==> src/rtl/id_ex_stage.sv <==
// id_ex_stage: ID/EX pipeline register with ALU operand selection and hazard detection.
// Build option FWD_EN: MEM/WB operand forwarding with load-use-only stalls; otherwise stall on RAW.
module id_ex_stage #(
  parameter int unsigned XLEN = 32,
  parameter int unsigned RA_W = 5
) (
  input  logic            clk,
  input  logic            rst,
  input  logic            id_valid,
  input  logic [RA_W-1:0] id_rs1,
  input  logic [RA_W-1:0] id_rs2,
  input  logic [RA_W-1:0] id_rd,
  input  logic [XLEN-1:0] id_rs1_data,
  input  logic [XLEN-1:0] id_rs2_data,
  input  logic [XLEN-1:0] id_imm,
  input  logic [XLEN-1:0] id_pc,
  input  logic [3:0]      id_alu_op,
  input  logic            id_src_a_pc,
  input  logic            id_src_b_imm,
  input  logic            id_reg_write,
  input  logic            id_mem_read,
  input  logic            id_mem_write,
  input  logic            flush,
  input  logic [RA_W-1:0] mem_rd,
  input  logic            mem_reg_write,
  input  logic [XLEN-1:0] mem_result,
  input  logic [RA_W-1:0] wb_rd,
  input  logic            wb_reg_write,
  input  logic [XLEN-1:0] wb_result,
  output logic [XLEN-1:0] alu_a,
  output logic [XLEN-1:0] alu_b,
  output logic [3:0]      alu_opcode,
  output logic [RA_W-1:0] ex_rd,
  output logic            ex_reg_write,
  output logic            ex_mem_read,
  output logic            ex_mem_write,
  output logic            ex_valid,
  output logic [XLEN-1:0] ex_store_data,
  output logic [XLEN-1:0] ex_pc,
  output logic            hazard_stall
);

  logic            r_valid;
  logic [RA_W-1:0] r_rs1;
  logic [RA_W-1:0] r_rs2;
  logic [RA_W-1:0] r_rd;
  logic [XLEN-1:0] r_rs1_val;
  logic [XLEN-1:0] r_rs2_val;
  logic [XLEN-1:0] r_imm;
  logic [XLEN-1:0] r_pc;
  logic [3:0]      r_alu_op;
  logic            r_src_a_pc;
  logic            r_src_b_imm;
  logic            r_reg_write;
  logic            r_mem_read;
  logic            r_mem_write;

  logic            w_hazard;
  logic            w_load;
  logic [XLEN-1:0] w_cap1;
  logic [XLEN-1:0] w_cap2;
  logic [XLEN-1:0] w_fwd1;
  logic [XLEN-1:0] w_fwd2;

  // Register-file read data misses the same-cycle WB write; take it from the WB bus instead
  assign w_cap1 = (wb_reg_write && wb_rd != '0 && wb_rd == id_rs1) ? wb_result : id_rs1_data;
  assign w_cap2 = (wb_reg_write && wb_rd != '0 && wb_rd == id_rs2) ? wb_result : id_rs2_data;

`ifdef FWD_EN
  assign w_hazard = id_valid && !flush && r_mem_read && r_rd != '0 &&
                    (r_rd == id_rs1 || r_rd == id_rs2);

  always_comb begin
    w_fwd1 = r_rs1_val;
    w_fwd2 = r_rs2_val;
    if (mem_reg_write && mem_rd != '0 && mem_rd == r_rs1) w_fwd1 = mem_result;
    else if (wb_reg_write && wb_rd != '0 && wb_rd == r_rs1) w_fwd1 = wb_result;
    if (mem_reg_write && mem_rd != '0 && mem_rd == r_rs2) w_fwd2 = mem_result;
    else if (wb_reg_write && wb_rd != '0 && wb_rd == r_rs2) w_fwd2 = wb_result;
  end
`else
  logic w_rs1_hit;
  logic w_rs2_hit;
  logic w_unused;

  // Without forwarding, any producer still in EX or MEM must drain before the consumer enters
  assign w_rs1_hit = id_rs1 != '0 && ((r_reg_write && r_rd == id_rs1) ||
                                      (mem_reg_write && mem_rd == id_rs1));
  assign w_rs2_hit = id_rs2 != '0 && ((r_reg_write && r_rd == id_rs2) ||
                                      (mem_reg_write && mem_rd == id_rs2));
  assign w_hazard  = id_valid && !flush && (w_rs1_hit || w_rs2_hit);
  assign w_fwd1    = r_rs1_val;
  assign w_fwd2    = r_rs2_val;
  assign w_unused  = ^{r_rs1, r_rs2, mem_result};
`endif

  assign w_load = id_valid && !flush && !w_hazard;

  always_ff @(posedge clk or posedge rst) begin
    if (rst) begin
      r_valid     <= 1'b0;
      r_rs1       <= '0;
      r_rs2       <= '0;
      r_rd        <= '0;
      r_rs1_val   <= '0;
      r_rs2_val   <= '0;
      r_imm       <= '0;
      r_pc        <= '0;
      r_alu_op    <= '0;
      r_src_a_pc  <= 1'b0;
      r_src_b_imm <= 1'b0;
      r_reg_write <= 1'b0;
      r_mem_read  <= 1'b0;
      r_mem_write <= 1'b0;
    end else if (w_load) begin
      r_valid     <= 1'b1;
      r_rs1       <= id_rs1;
      r_rs2       <= id_rs2;
      r_rd        <= id_rd;
      r_rs1_val   <= w_cap1;
      r_rs2_val   <= w_cap2;
      r_imm       <= id_imm;
      r_pc        <= id_pc;
      r_alu_op    <= id_alu_op;
      r_src_a_pc  <= id_src_a_pc;
      r_src_b_imm <= id_src_b_imm;
      r_reg_write <= id_reg_write;
      r_mem_read  <= id_mem_read;
      r_mem_write <= id_mem_write;
    end else begin
      // Bubble: all-zero fields decode as ADD with every control deasserted
      r_valid     <= 1'b0;
      r_rs1       <= '0;
      r_rs2       <= '0;
      r_rd        <= '0;
      r_rs1_val   <= '0;
      r_rs2_val   <= '0;
      r_imm       <= '0;
      r_pc        <= '0;
      r_alu_op    <= '0;
      r_src_a_pc  <= 1'b0;
      r_src_b_imm <= 1'b0;
      r_reg_write <= 1'b0;
      r_mem_read  <= 1'b0;
      r_mem_write <= 1'b0;
    end
  end

  assign alu_a         = r_src_a_pc  ? r_pc  : w_fwd1;
  assign alu_b         = r_src_b_imm ? r_imm : w_fwd2;
  assign ex_store_data = w_fwd2;
  assign alu_opcode    = r_alu_op;
  assign ex_rd         = r_rd;
  assign ex_reg_write  = r_reg_write;
  assign ex_mem_read   = r_mem_read;
  assign ex_mem_write  = r_mem_write;
  assign ex_valid      = r_valid;
  assign ex_pc         = r_pc;
  // Held low through reset even when MEM-stage inputs are still live
  assign hazard_stall  = !rst && w_hazard;

endmodule
==> config.mk <==
export PLATFORM = sky130hd
export DESIGN_NAME = id_ex_stage
export DESIGN_NICKNAME = d
export VERILOG_FILES = /design/src/rtl/id_ex_stage.sv
export SDC_FILE = /design/constraint.sdc
export NUM_CORES = 1
export LEC_CHECK = 0
export ABC_AREA = 1
export BUFFER_PORTS_ARGS = -buffer_cell sky130_fd_sc_hd__buf_4
export CAP_MARGIN = 20
export CORE_AREA = 2 2 144 146
export DETAILED_ROUTE_END_ITERATION = 8
export DIE_AREA = 0 0 146 148
export GPL_ROUTABILITY_DRIVEN = 1
export GPL_TIMING_DRIVEN = 0
export PLACE_DENSITY = 0.69
export SETUP_SLACK_MARGIN = 0.15
export SLEW_MARGIN = 10
export SYNTH_ARGS = -nofsm -noshare
export SYNTH_HDL_FRONTEND = slang
export SYNTH_SLANG_ARGS = --single-unit
==> constraint.sdc <==
create_clock -name clk -period 7.8 [get_ports clk]
set_input_delay 1.95 -clock clk [delete_from_list [all_inputs] [get_ports clk]]
set_output_delay 1.95 -clock clk [all_outputs]
set_load 0.05 [all_outputs]
### After elaboration in Yosys (flattened, before gate mapping)

Index checks and enable logic that the tools add are counted.

* flip-flop bits (word level): 143
* output and inout bits: 142
* word-level logic and storage cells: 56

* equal/unequal tests: 6
* muxes and demuxes: 16
* reductions and logical operators: 22

Operators by type and width (count)
* 32-bit two-way mux: 8
* 5-bit == test: 6
* 5-bit nonzero test: 3
* 1-bit logical AND: 13
* 1-bit two-way mux: 6
* 5-bit two-way mux: 1
* 4-bit two-way mux: 1
* 1-bit zero test: 3
* 1-bit logical OR: 3

### Depth between registers and ports, before layout

Gate-level depths: netlist (run 1).

* depth in word-level cells: 9
* mapped depth: 12
* depth with buffers taken out: 10

### Least setup slack after synthesis (run 1)

Ideal clock, no wire load.

* path type: input -> output
* start: in rst
* end: out hazard_stall
* data arrival time: 5.926 ns
* path slack: -0.076 ns
* stages: 3
* buffers on the path: 0
* cells stage by stage: inv_1 nand2_1 a21oi_1

* cells in the longest elaborated chain, start to end: 2

RTL lines
* start, declared: RTL line 8 `input logic rst,`
* 1-bit zero test: RTL line 160 `assign hazard_stall = !rst && w_hazard;`
* 1-bit logical AND: RTL line 160
* end, declared: RTL line 40 `output logic hazard_stall`

No other way between the ends.

### Worst setup path after layout (run 1)

* start: in id_rs2[3]
* end: out hazard_stall

* cells in the longest elaborated chain, start to end: 7

RTL lines
* start, declared: RTL line 11 `input logic [RA_W-1:0] id_rs2,`
* 5-bit == test (on tied branches): RTL line 89, 90
* 1-bit logical AND (on tied branches): RTL line 89, 90
* 1-bit logical OR: RTL line 89 `assign w_rs2_hit = id_rs2 != '0 && ((r_reg_write && r_rd == id_rs2) ||`
* 1-bit logical AND (*): RTL line 89
* 1-bit logical OR (*): RTL line 91 `assign w_hazard = id_valid && !flush && (w_rs1_hit || w_rs2_hit);`
* 1-bit logical AND (*): RTL line 91
* 1-bit logical AND (*): RTL line 160

Every way passes the cells marked *; elsewhere a longest branch is shown, timed or not.

==> impl_metrics.json, run 1 <==
{
  "status": "completed",
  "row_count": 52,
  "grt_overflow_total": 0,
  "cts_buffer_depth": 2,
  "gp_congestion": 0.861,
  "slowest_stage": "buf_4",
  "syn_nets": 1106,
  "drc": 0,
  "slew_headroom_pct": 43.6,
  "layout_min_cycle_time_ns": 4.89,
  "antenna_found_initial": 0,
  "wl_per_cell_um": 16.0,
  "hold_viol": 0,
  "nets": 1469,
  "slew_viol_final": 0,
  "maxCapViolations": 0,
  "fin_crit_sh_pct": 62.7,
  "yosysMostFrequentCell": "nand2_1",
  "crit_chain": "buf_2 -> inv_2 -> nand2_1 -> nand2_1 -> nor2_1 -> nand3_1 -> nand2_1 -> nand2_1 -> a21oi_1 -> buf_4",
  "crit_type": "in2out",
  "setup_ws_ns": 2.91,
  "final_antenna_net_count": 0,
  "cp-end-kind": "output port",
  "postSynthAreaPerCell_um2": 8.07,
  "core_um2": 20000,
  "synth.distinct_cells": 21,
  "slowest_delay_ns": 0.21,
  "cts_resized": 0,
  "clockRootBuffer": "clkbuf_16",
  "yosys.area.top_type": "dfrtp_1",
  "syn2layout_area_growth_pct": 50.2,
  "vias": 6725,
  "drive_above_1_share_pct": 35.4,
  "seq_area_frac_synth_pct": 50.7,
  "hpwl_um": 19000,
  "start_util_pct": 35.2,
  "postCtsSetupBuffers": 0,
  "grt_pass1_wl_um": 37300,
  "start_kind": "primary input",
  "firstDrtPassIters": 5,
  "synth_common_cells": "nand2_1 (206), nor2_1 (163), inv_1 (158), dfrtp_1 (143), nand3_1 (72)",
  "hold_buffers": 0,
  "worst_path_most_repeated_cell": "nand2_1",
  "postSynthCellCount": 874,
  "insertion_delay_ns": 0.42,
  "p_leak_uw": 0.00649,
  "grt_pass1_vias": 6669,
  "reg2regPathDepth": 11,
  "rsz0062_at_grt": "no",
  "yosysTopAreaCellShare_pct": 50.7,
  "place_ws_ns": 2.91,
  "n_antenna_cell": 0,
  "rr_endpoint": "ex_pc[2]",
  "async_reset_ff_share_pct": 100,
  "synth_ff_type": "dfrtp_1",
  "critPathMaxFanout": 6,
  "io_pins": 374,
  "min_from": "ex_reg_write",
  "fin_setup_tns_ns": 0,
  "seqCellArea_um2": 3580,
  "cts.clk_slew.worst_paths_ns": 0.06,
  "r2r_slack_ns": 5.88,
  "ys_warn_count": 0,
  "dieArea_um2": 21600,
  "worst_pin_slew_ns": 0.843,
  "detail_route.vias_per_cell": 4.42,
  "routed_wl_um": 24300,
  "hold_path.class": "reg2reg",
  "multiInputGateArea_um2": 2580,
  "fp.dieW_um": 146,
  "htree_levels": 4,
  "hold_depth": 8,
  "cts.sinks": 143,
  "synth_edf_count": 0,
  "r2r_start": "ex_rd[1]",
  "grt_usage_pct": 22.7,
  "powerDensity_nw_per_um2": 190,
  "vdd_ir_drop_max_uv": 135,
  "arrival_ns": 2.94,
  "fmax_ghz": 0.204,
  "skew_ns": 0.0136,
  "drtIter0Drc": 282,
  "worstPathRequired_ns": 5.85,
  "fillers": 1920,
  "synth_area_um2": 7050,
  "cp.buffers_inverters": 3,
  "grt_max_degree": 40,
  "cts_buffers": 17,
  "io_buffers": 340,
  "synth_area_leaders": "dfrtp_1 (51%), nand2_1 (11%), nor2_1 (8.7%)",
  "holdPathEnd": "ex_store_data[31]",
  "dieHeight_um": 148,
  "cts_tree": "done",
  "crit_family": "buffers and inverters",
  "setup_viol": 0,
  "ys_seq_elements": 143
}
[how the worst max path moves through the flow]
| stage | startpoint | to | slack, ns | cells past startpoint |
|---|---|---|---|---|
| floorplan | rst | hazard_stall | 1.39 | 3 |
| global placement | rst | hazard_stall | 0.34 | 5 |
| detailed placement | id_rs2[3] | hazard_stall | 2.91 | 10 |
| CTS | id_rs2[3] | hazard_stall | 2.90 | 10 |
| global route | id_rs2[3] | hazard_stall | 2.75 | 10 |
| finish | id_rs2[3] | hazard_stall | 2.91 | 10 |
[logic make-up (layout without fill, tap and decap cells)]
logic type	count (synthesis)	after routing	synth area share [%]
AOI/OAI and AO/OA	2	2	0.142
xor gates and xnor gates	6	6	0.745
buffers and inverters	211	587	12.7
DFF	143	143	50.7
muxes	64	64	10.2
and+or+nand+nor	448	448	25.5
[sequential cells by signal, summed over array words and instances, names as in the netlist]
register,cells
ex_mem_read,1
ex_mem_write,1
ex_valid,1
ex_store_data,32
r_imm,32
r_src_a_pc,1
r_src_b_imm,1
ex_pc,32
ex_rd,5
alu_opcode,4
ex_reg_write,1
r_rs1_val,32
[layout make-up]
cell class                 instances  share of cell area [%]
timing repair buffer             344                    24.8
clock inverter                    13                    1.11
tap                              270                    3.19
inverter                         169                    6.02
multi-input combinational        520                    24.3
buffer                            42                    2.47
sequential                       143                    33.8
clock buffer                      19                    4.27
[worst reg2reg max path, cell delays in order, from the launching register on]
cell	delay (ns)
dfrtp_1	0.46
inv_1	0.08
nand2_1	0.05
nand2_1	0.06
nor2_1	0.04
nand3_1	0.07
nand2_1	0.05
nand2_1	0.09
nand3_2	0.30
buf_6	0.30
buf_6	0.15
nor2_1	0.19
[where the power goes]
| group | internal [µW] | total, µW | switching, µW |
|---|---|---|---|
| combinational | 164 | 436 | 272 |
| sequential | 773 | 789 | 15.4 |
| clock | 436 | 792 | 356 |
[layout by cell type (no fill, tap or decap), types with 2 or more instances in the layout]
cell type   instances
buf_4             343
nand2_1           206
nor2_1            163
inv_1             157
dfrtp_1           143
nand3_1            72
mux2_1             51
buf_2              26
clkbuf_16          17
mux2_2             13
inv_2              11
buf_6               8
clkbuf_1            5
xor2_1              5
clkinvlp_4          4
inv_6               4
buf_12              4
clkinv_4            3
inv_8               3
nor3_1              2
nor2_2              2
clkbuf_8            2
[stage by stage]
step                hold WS, ns  util (%)  power [µW]  cells  instance area, µm²
detailed placement         1.37      50.0        1240   1488               10000
global placement           1.37      49.6        1230   1484                9950
finish                     1.38      52.9        2020   1520               10600
global route               1.47      52.9        2110   1520               10600
CTS                        1.39      52.9        2040   1520               10600
floorplan                  1.29         -        1050    874                7060
[metal layers]
| layer | global-route usage [%] | vias up | share of wire (%) |
|---|---|---|---|
| met5 | 0 | - | 0 |
| met4 | 5.24 | 0 | 1.5 |
| met3 | 6.23 | 24 | 7.3 |
| met2 | 39.2 | 277 | 50 |
| met1 | 28.6 | 3110 | 42 |
| li1 | - | 3314 | - |
Power figures use the tool's default switching activity.
==> run 2: changes to the inputs <==
--- a/config.mk
+++ b/config.mk
@@ -13,7 +13,7 @@
 export DIE_AREA = 0 0 146 148
 export GPL_ROUTABILITY_DRIVEN = 1
 export GPL_TIMING_DRIVEN = 0
-export PLACE_DENSITY = 0.69
+export PLACE_DENSITY = 0.72
 export SETUP_SLACK_MARGIN = 0.15
 export SLEW_MARGIN = 10
 export SYNTH_ARGS = -nofsm -noshare
==> constraint.sdc (replaced) <==
create_clock -name clk -period 4.1 [get_ports clk]
set_input_delay 1.025 -clock clk [delete_from_list [all_inputs] [get_ports clk]]
set_output_delay 1.025 -clock clk [all_outputs]
set_load 0.05 [all_outputs]
==> run 2 against run 1 <==
Effect of this change:
- non-clock buffer count unchanged
- clock-buffer cell count shrank 2
- sequential cell count did not move
- worst setup slack lost 1.9 ns
- largest power group unchanged
- power increased by 94%
- highest routed layer unchanged
- critical path depth unchanged
==> impl_metrics.json, run 2 (synthesis gave the netlist of run 1 again) <==
{
  "fillers": 1949,
  "firstDrtPassIters": 5,
  "internal_power_uw": 2650,
  "final_antenna_net_count": 0,
  "start_kind": "primary input",
  "r2r_slack_ns": 2.14,
  "p_leak_uw": 0.00650,
  "slew_headroom_pct": 54.6,
  "slowest_delay_ns": 0.22,
  "hpwl_um": 19300,
  "cts_buffer_depth": 2,
  "status": "completed",
  "detail_route.vias_per_cell": 4.47,
  "p_seq_share_pct": 38.4,
  "core_um2": 20000,
  "worst_path_most_repeated_cell": "nand2_1",
  "antenna_found_initial": 0,
  "worstPathRequired_ns": 3.07,
  "vdd_ir_drop_max_uv": 278,
  "placed_cells": 1488,
  "cts_tree": "done",
  "hold_buffers": 0,
  "htree_levels": 4,
  "seqCellArea_um2": 3580,
  "switching_share_pct": 32.3,
  "routed_wl_um": 24600,
  "cts_resized": 0,
  "instances_no_fill": 1520,
  "hold_viol": 0,
  "skew_ns": 0.0140,
  "comb_power_share_pct": 21.3,
  "cts.sinks": 143,
  "gp_congestion": 0.922,
  "worst_pin_slew_ns": 0.679,
  "grt_pass1_vias": 6790,
  "hold_path.class": "in2async",
  "nets": 1469,
  "rsz0062_at_grt": "no",
  "setup_viol": 0,
  "grt_overflow_total": 0,
  "final_area_um2": 10600,
  "slew_viol_final": 0,
  "fp.dieW_um": 146,
  "fin_crit_sh_pct": 74.4,
  "layout_min_cycle_time_ns": 3.05,
  "drive_above_1_share_pct": 35.4,
  "fmax_ghz": 0.328,
  "io_buffers": 340,
  "cts_buffers": 17,
  "p_clk_share_pct": 40.4,
  "multiInputGateArea_um2": 2580,
  "arrival_ns": 2.03,
  "postCtsSetupBuffers": 0,
  "io_pins": 374,
  "critPathMaxFanout": 6,
  "wl_per_cell_um": 16.2,
  "final_common_cell": "buf_4",
  "n_antenna_cell": 0,
  "drtIter0Drc": 272,
  "grt_max_degree": 38,
  "syn2layout_area_growth_pct": 50.5,
  "dieArea_um2": 21600,
  "crit_type": "in2out",
  "drc": 0,
  "slowest_stage": "buf_4",
  "switchingPower_uw": 1260,
  "start_util_pct": 35.2,
  "insertion_delay_ns": 0.43,
  "row_count": 52,
  "crit_chain": "buf_2 -> inv_2 -> nand2_1 -> nand2_1 -> nor2_1 -> nand3_1 -> nand2_1 -> nand2_1 -> a21oi_1 -> buf_4",
  "clockRootBuffer": "clkbuf_16",
  "cp-end-kind": "output port",
  "placed_area_um2": 10000,
  "grt_pass1_wl_um": 37700,
  "maxCapViolations": 0,
  "dieHeight_um": 148,
  "final_cell_mix": "buf_4 (343), nand2_1 (206), nor2_1 (163)",
  "vias": 6789,
  "powerDensity_nw_per_um2": 369,
  "cts.clk_slew.worst_paths_ns": 0.07,
  "grt_usage_pct": 22.8
}
==> run 2: area by class of cell <==
| cell class | count | area share (%) |
|---|---|---|
| plain buffers | 42 | 2.46 |
| clock buffers | 17 | 4.01 |
| clock inverters | 15 | 1.56 |
| inverters | 169 | 6.01 |
| multi-input cells | 520 | 24.3 |
| flip-flops and latches | 143 | 33.7 |
| well taps | 270 | 3.18 |
| repair buffers | 344 | 24.8 |
==> run 2: worst max-delay path: cells and delay by family <==
kind | cells | cell delay, ns
buffers and inverters | 3 | 0.44
and+or+nand+nor | 6 | 0.43
AOI/OAI and AO/OA | 1 | 0.13
==> run 2: metrics by stage <==
stage | hold WS (ns) | utilization (%) | power, µW | worst slack [ns] | TNS [ns]
finish | 0.538 | 53.0 | 3910 | 1.05 | 0
global route | 0.545 | 53.0 | 4070 | 0.933 | 0
CTS | 0.534 | 53.0 | 3950 | 0.987 | 0
detailed placement | 0.997 | 50.0 | 2370 | 1.05 | 0
global placement | 1.25 | 49.6 | 2350 | -1.42 | -1.42
floorplan | 1.13 | - | 2000 | -0.398 | -0.398
==> run 2: path summary, 6_finish.rpt <==
path                                 endpoint  cells after the start         start
worst max-delay path             hazard_stall                     10     id_rs2[3]
worst min-delay path                 r_imm[7]                      2           rst
worst max register to register  r_rs1_val[22]                     10      ex_rd[1]
worst min register to register       ex_rd[4]                      8  ex_reg_write
max in group asynchronous       r_rs1_val[15]                      4           rst
min in group clk                     r_imm[8]                      3     id_imm[8]
==> run 2: metal layers <==
metal | wire length (µm) | track usage [%] | vias up
met2 | 12500 | 40.5 | 290
met5 | 0 | 0 | -
met3 | 1700 | 5.31 | 28
met1 | 10100 | 27.9 | 3155
met4 | 376 | 6.12 | 0
li1 | - | - | 3316
==> run 2: power groups by stage <==
stage | logic [µW] | registers (µW) | clock network (µW)
after detailed placement | 840 | 1530 | 0
after global routing | 897 | 1510 | 1670
final | 833 | 1500 | 1580
after global placement | 821 | 1530 | 0
after CTS | 842 | 1500 | 1600
after floorplan | 360 | 1630 | 0
==> run 3: changes to the inputs <==
--- a/config.mk
+++ b/config.mk
@@ -5,15 +5,15 @@
 export SDC_FILE = /design/constraint.sdc
 export NUM_CORES = 1
 export LEC_CHECK = 0
-export ABC_AREA = 1
+export ABC_AREA = 0
 export BUFFER_PORTS_ARGS = -buffer_cell sky130_fd_sc_hd__buf_4
 export CAP_MARGIN = 20
-export CORE_AREA = 2 2 144 146
+export CORE_AREA = 2 2 145 147
 export DETAILED_ROUTE_END_ITERATION = 8
-export DIE_AREA = 0 0 146 148
+export DIE_AREA = 0 0 147 149
 export GPL_ROUTABILITY_DRIVEN = 1
 export GPL_TIMING_DRIVEN = 0
-export PLACE_DENSITY = 0.72
+export PLACE_DENSITY = 0.67
 export SETUP_SLACK_MARGIN = 0.15
 export SLEW_MARGIN = 10
 export SYNTH_ARGS = -nofsm -noshare
==> constraint.sdc (replaced) <==
create_clock -name clk -period 2.8 [get_ports clk]
set_input_delay 0.7 -clock clk [delete_from_list [all_inputs] [get_ports clk]]
set_output_delay 0.7 -clock clk [all_outputs]
set_load 0.05 [all_outputs]
==> run 3 against run 2 <==
Effect of this change:
- the flow now finishes with violations (negative setup slack)
- clock-buffer cell count rose by 2
- final cell count fell by 24%
- routed wire length is 17% lower
- sequential power increased by 46%
- first-iteration DRC count fell by 62%
- non-clock buffer count shrank 9
- register-to-register slack got worse by 1.4 ns
- core utilization is 4.4 points lower
- critical path type unchanged
- critical endpoint unchanged
==> impl_metrics.json, run 3 <==
{
  "status": "finished with violations",
  "violations": "negative setup slack",
  "dieArea_um2": 21900,
  "grt_usage_pct": 18.5,
  "firstDrtPassIters": 6,
  "grt_pass1_vias": 5557,
  "final_common_cell": "buf_4",
  "postSynthCellCount": 500,
  "postSynthAreaPerCell_um2": 12.6,
  "cts.clk_slew.worst_paths_ns": 0.07,
  "powerDensity_nw_per_um2": 566,
  "ys_warn_count": 0,
  "worst_pin_slew_ns": 0.557,
  "hpwl_um": 16000,
  "drtIter0Drc": 103,
  "hold_slack_ns": 0.298,
  "synth_area_um2": 6290,
  "synth_area_leaders": "dfrtp_1 (57%), mux2_2 (11%), mux2i_1 (10%)",
  "gp_congestion": 0.811,
  "wl_per_cell_um": 17.6,
  "final_cell_mix": "buf_4 (345), dfrtp_1 (143), and2_1 (78)",
  "syn2layout_area_growth_pct": 58.9,
  "p_seq_share_pct": 38.8,
  "cp-end-kind": "output port",
  "utilization_pct": 48.6,
  "setup_viol": 1,
  "switchingPower_uw": 1610,
  "nets": 1099,
  "p_leak_uw": 0.00502,
  "worstPathRequired_ns": 2.10,
  "skew_ns": 0.00992,
  "routed.top_layer": "met4",
  "antenna_found_initial": 0,
  "cts.sinks": 143,
  "switching_share_pct": 28.4,
  "grt_overflow_total": 0,
  "setup_ws_ns": -0.000152,
  "drc": 0,
  "fin_crit_sh_pct": 100,
  "hold_viol": 0,
  "layout_min_cycle_time_ns": 2.80,
  "start_kind": "primary input",
  "cts_tree": "done",
  "synth_common_cells": "dfrtp_1 (143), and2_1 (78), nor2_1 (65), mux2_2 (64), mux2i_1 (64)",
  "fp.dieW_um": 147,
  "insertion_delay_ns": 0.42,
  "n_antenna_cell": 0,
  "yosys.area.top_type": "dfrtp_1",
  "synth.distinct_cells": 25,
  "slew_viol_final": 0,
  "syn_nets": 732,
  "synth_ff_type": "dfrtp_1",
  "grt_pass1_wl_um": 30700,
  "rsz0062_at_grt": "yes",
  "htree_levels": 4,
  "dieHeight_um": 149,
  "synth_edf_count": 0,
  "p_clk_share_pct": 41.4,
  "drive_above_1_share_pct": 54.8,
  "io_pins": 374,
  "instances_no_fill": 1154,
  "placed_cells": 1122,
  "maxCapViolations": 0,
  "async_reset_ff_share_pct": 100,
  "comb_power_share_pct": 19.8,
  "final_antenna_net_count": 0,
  "arrival_ns": 2.10,
  "ys_seq_elements": 143,
  "seq_area_frac_synth_pct": 56.9,
  "critPathMaxFanout": 4,
  "io_buffers": 341,
  "yosysTopAreaCellShare_pct": 56.9,
  "drt-met1-wl_um": 8400,
  "detail_route.vias_per_cell": 4.38,
  "cts_buffers": 17,
  "row_count": 53,
  "core_um2": 20600,
  "grt_max_degree": 37,
  "fmax_ghz": 0.357,
  "vdd_ir_drop_max_uv": 384,
  "routed-wl-met2_um": 10200,
  "cts_buffer_depth": 2,
  "crit_type": "in2out",
  "hold_path.class": "in2async",
  "yosysMostFrequentCell": "dfrtp_1",
  "internal_power_uw": 4050,
  "routed_wl_um": 20400,
  "route.met3.wl_um": 1430,
  "hold_buffers": 0,
  "slew_headroom_pct": 62.6,
  "clockRootBuffer": "clkbuf_16",
  "vias": 5053,
  "start_util_pct": 30.6
}
## run 3: cell count changes after synthesis, moves of 6 or more
| cell | before | now |
|---|---|---|
| nand2_1 | 206 | 2 |
| inv_1 | 158 | 3 |
| nor2_1 | 163 | 65 |
| and2_1 | 0 | 78 |
| nand3_1 | 72 | 2 |
| mux2i_1 | 0 | 64 |
| mux2_1 | 51 | 0 |
| mux2_2 | 13 | 64 |
| xnor2_1 | 1 | 22 |
| buf_2 | 26 | 7 |
| inv_2 | 11 | 0 |
| buf_1 | 0 | 6 |
## run 3: final timing paths
kind                            depth (start not counted)          from                 to  slack (ns)
max in group asynchronous                               4           rst  ex_store_data[12]        1.73
worst min-delay path                                    2           rst  ex_store_data[25]        0.30
min in group clk                                        2    id_imm[22]          r_imm[22]        0.49
worst max-delay path                                    7     id_rs1[3]       hazard_stall     -0.0002
worst max register to register                          7      ex_rd[4]          ex_pc[26]        0.72
worst min register to register                          5  ex_reg_write   ex_store_data[0]        1.18
## run 3: layout make-up
cell class | count | area (µm²)
plain buffers | 29 | 215
clock buffers | 19 | 443
flip-flops and latches | 143 | 3580
clock inverters | 12 | 163
repair buffers | 348 | 2670
multi-input cells | 324 | 2560
inverters | 4 | 20.0
well taps | 275 | 344
fillers | 1968 | 10600
## run 3: stage by stage
step                 TNS (ns)  power [µW]  area, µm²  setup WS [ns]
finish              -0.000152        5660       9990      -0.000152
detailed placement      -2.08        3360       9330         -0.151
CTS                   -0.0386        5720       9960        -0.0386
floorplan             -0.0243        2860       6310        -0.0243
global placement      -140.58        3340       9220         -0.794
global route          -0.0990        5880       9990        -0.0990
## run 3: critical path, cell delays in order
cell	delay (ns)
buf_4	0.13
or4_4	0.54
nor2_4	0.12
nor3_2	0.07
nor3_2	0.26
a2111oi_4	0.11
buf_6	0.16
## run 3: kinds of logic after synthesis
group,share of synthesized area [%]
XOR/XNOR,4.18
AO/OA/AOI/OAI,0.358
buffers and inverters,3.30
flip-flops,56.9
AND/OR/NAND/NOR,13.6
multiplexers,21.6
## run 3: layer usage
layer | vias up | GRT usage [%]
li1 | 2390 | -
met1 | 2432 | 22.3
met2 | 211 | 31.8
met3 | 20 | 5.50
met4 | 0 | 5.82
met5 | - | 0
## run 3: repair_timing
action | CTS | global route
endpoints found under the setup margin | 61 | 23
gates resized for setup | 13 | 7
pin swaps | 1 | 1
buffers inserted | 0 | 1
## run 3: power groups by stage
stage	clock network [µW]	logic, µW	registers [µW]
global placement	0	1110	2230
CTS	2390	1140	2190
floorplan	0	462	2390
global route	2480	1200	2200
detailed placement	0	1130	2230
finish	2340	1120	2190
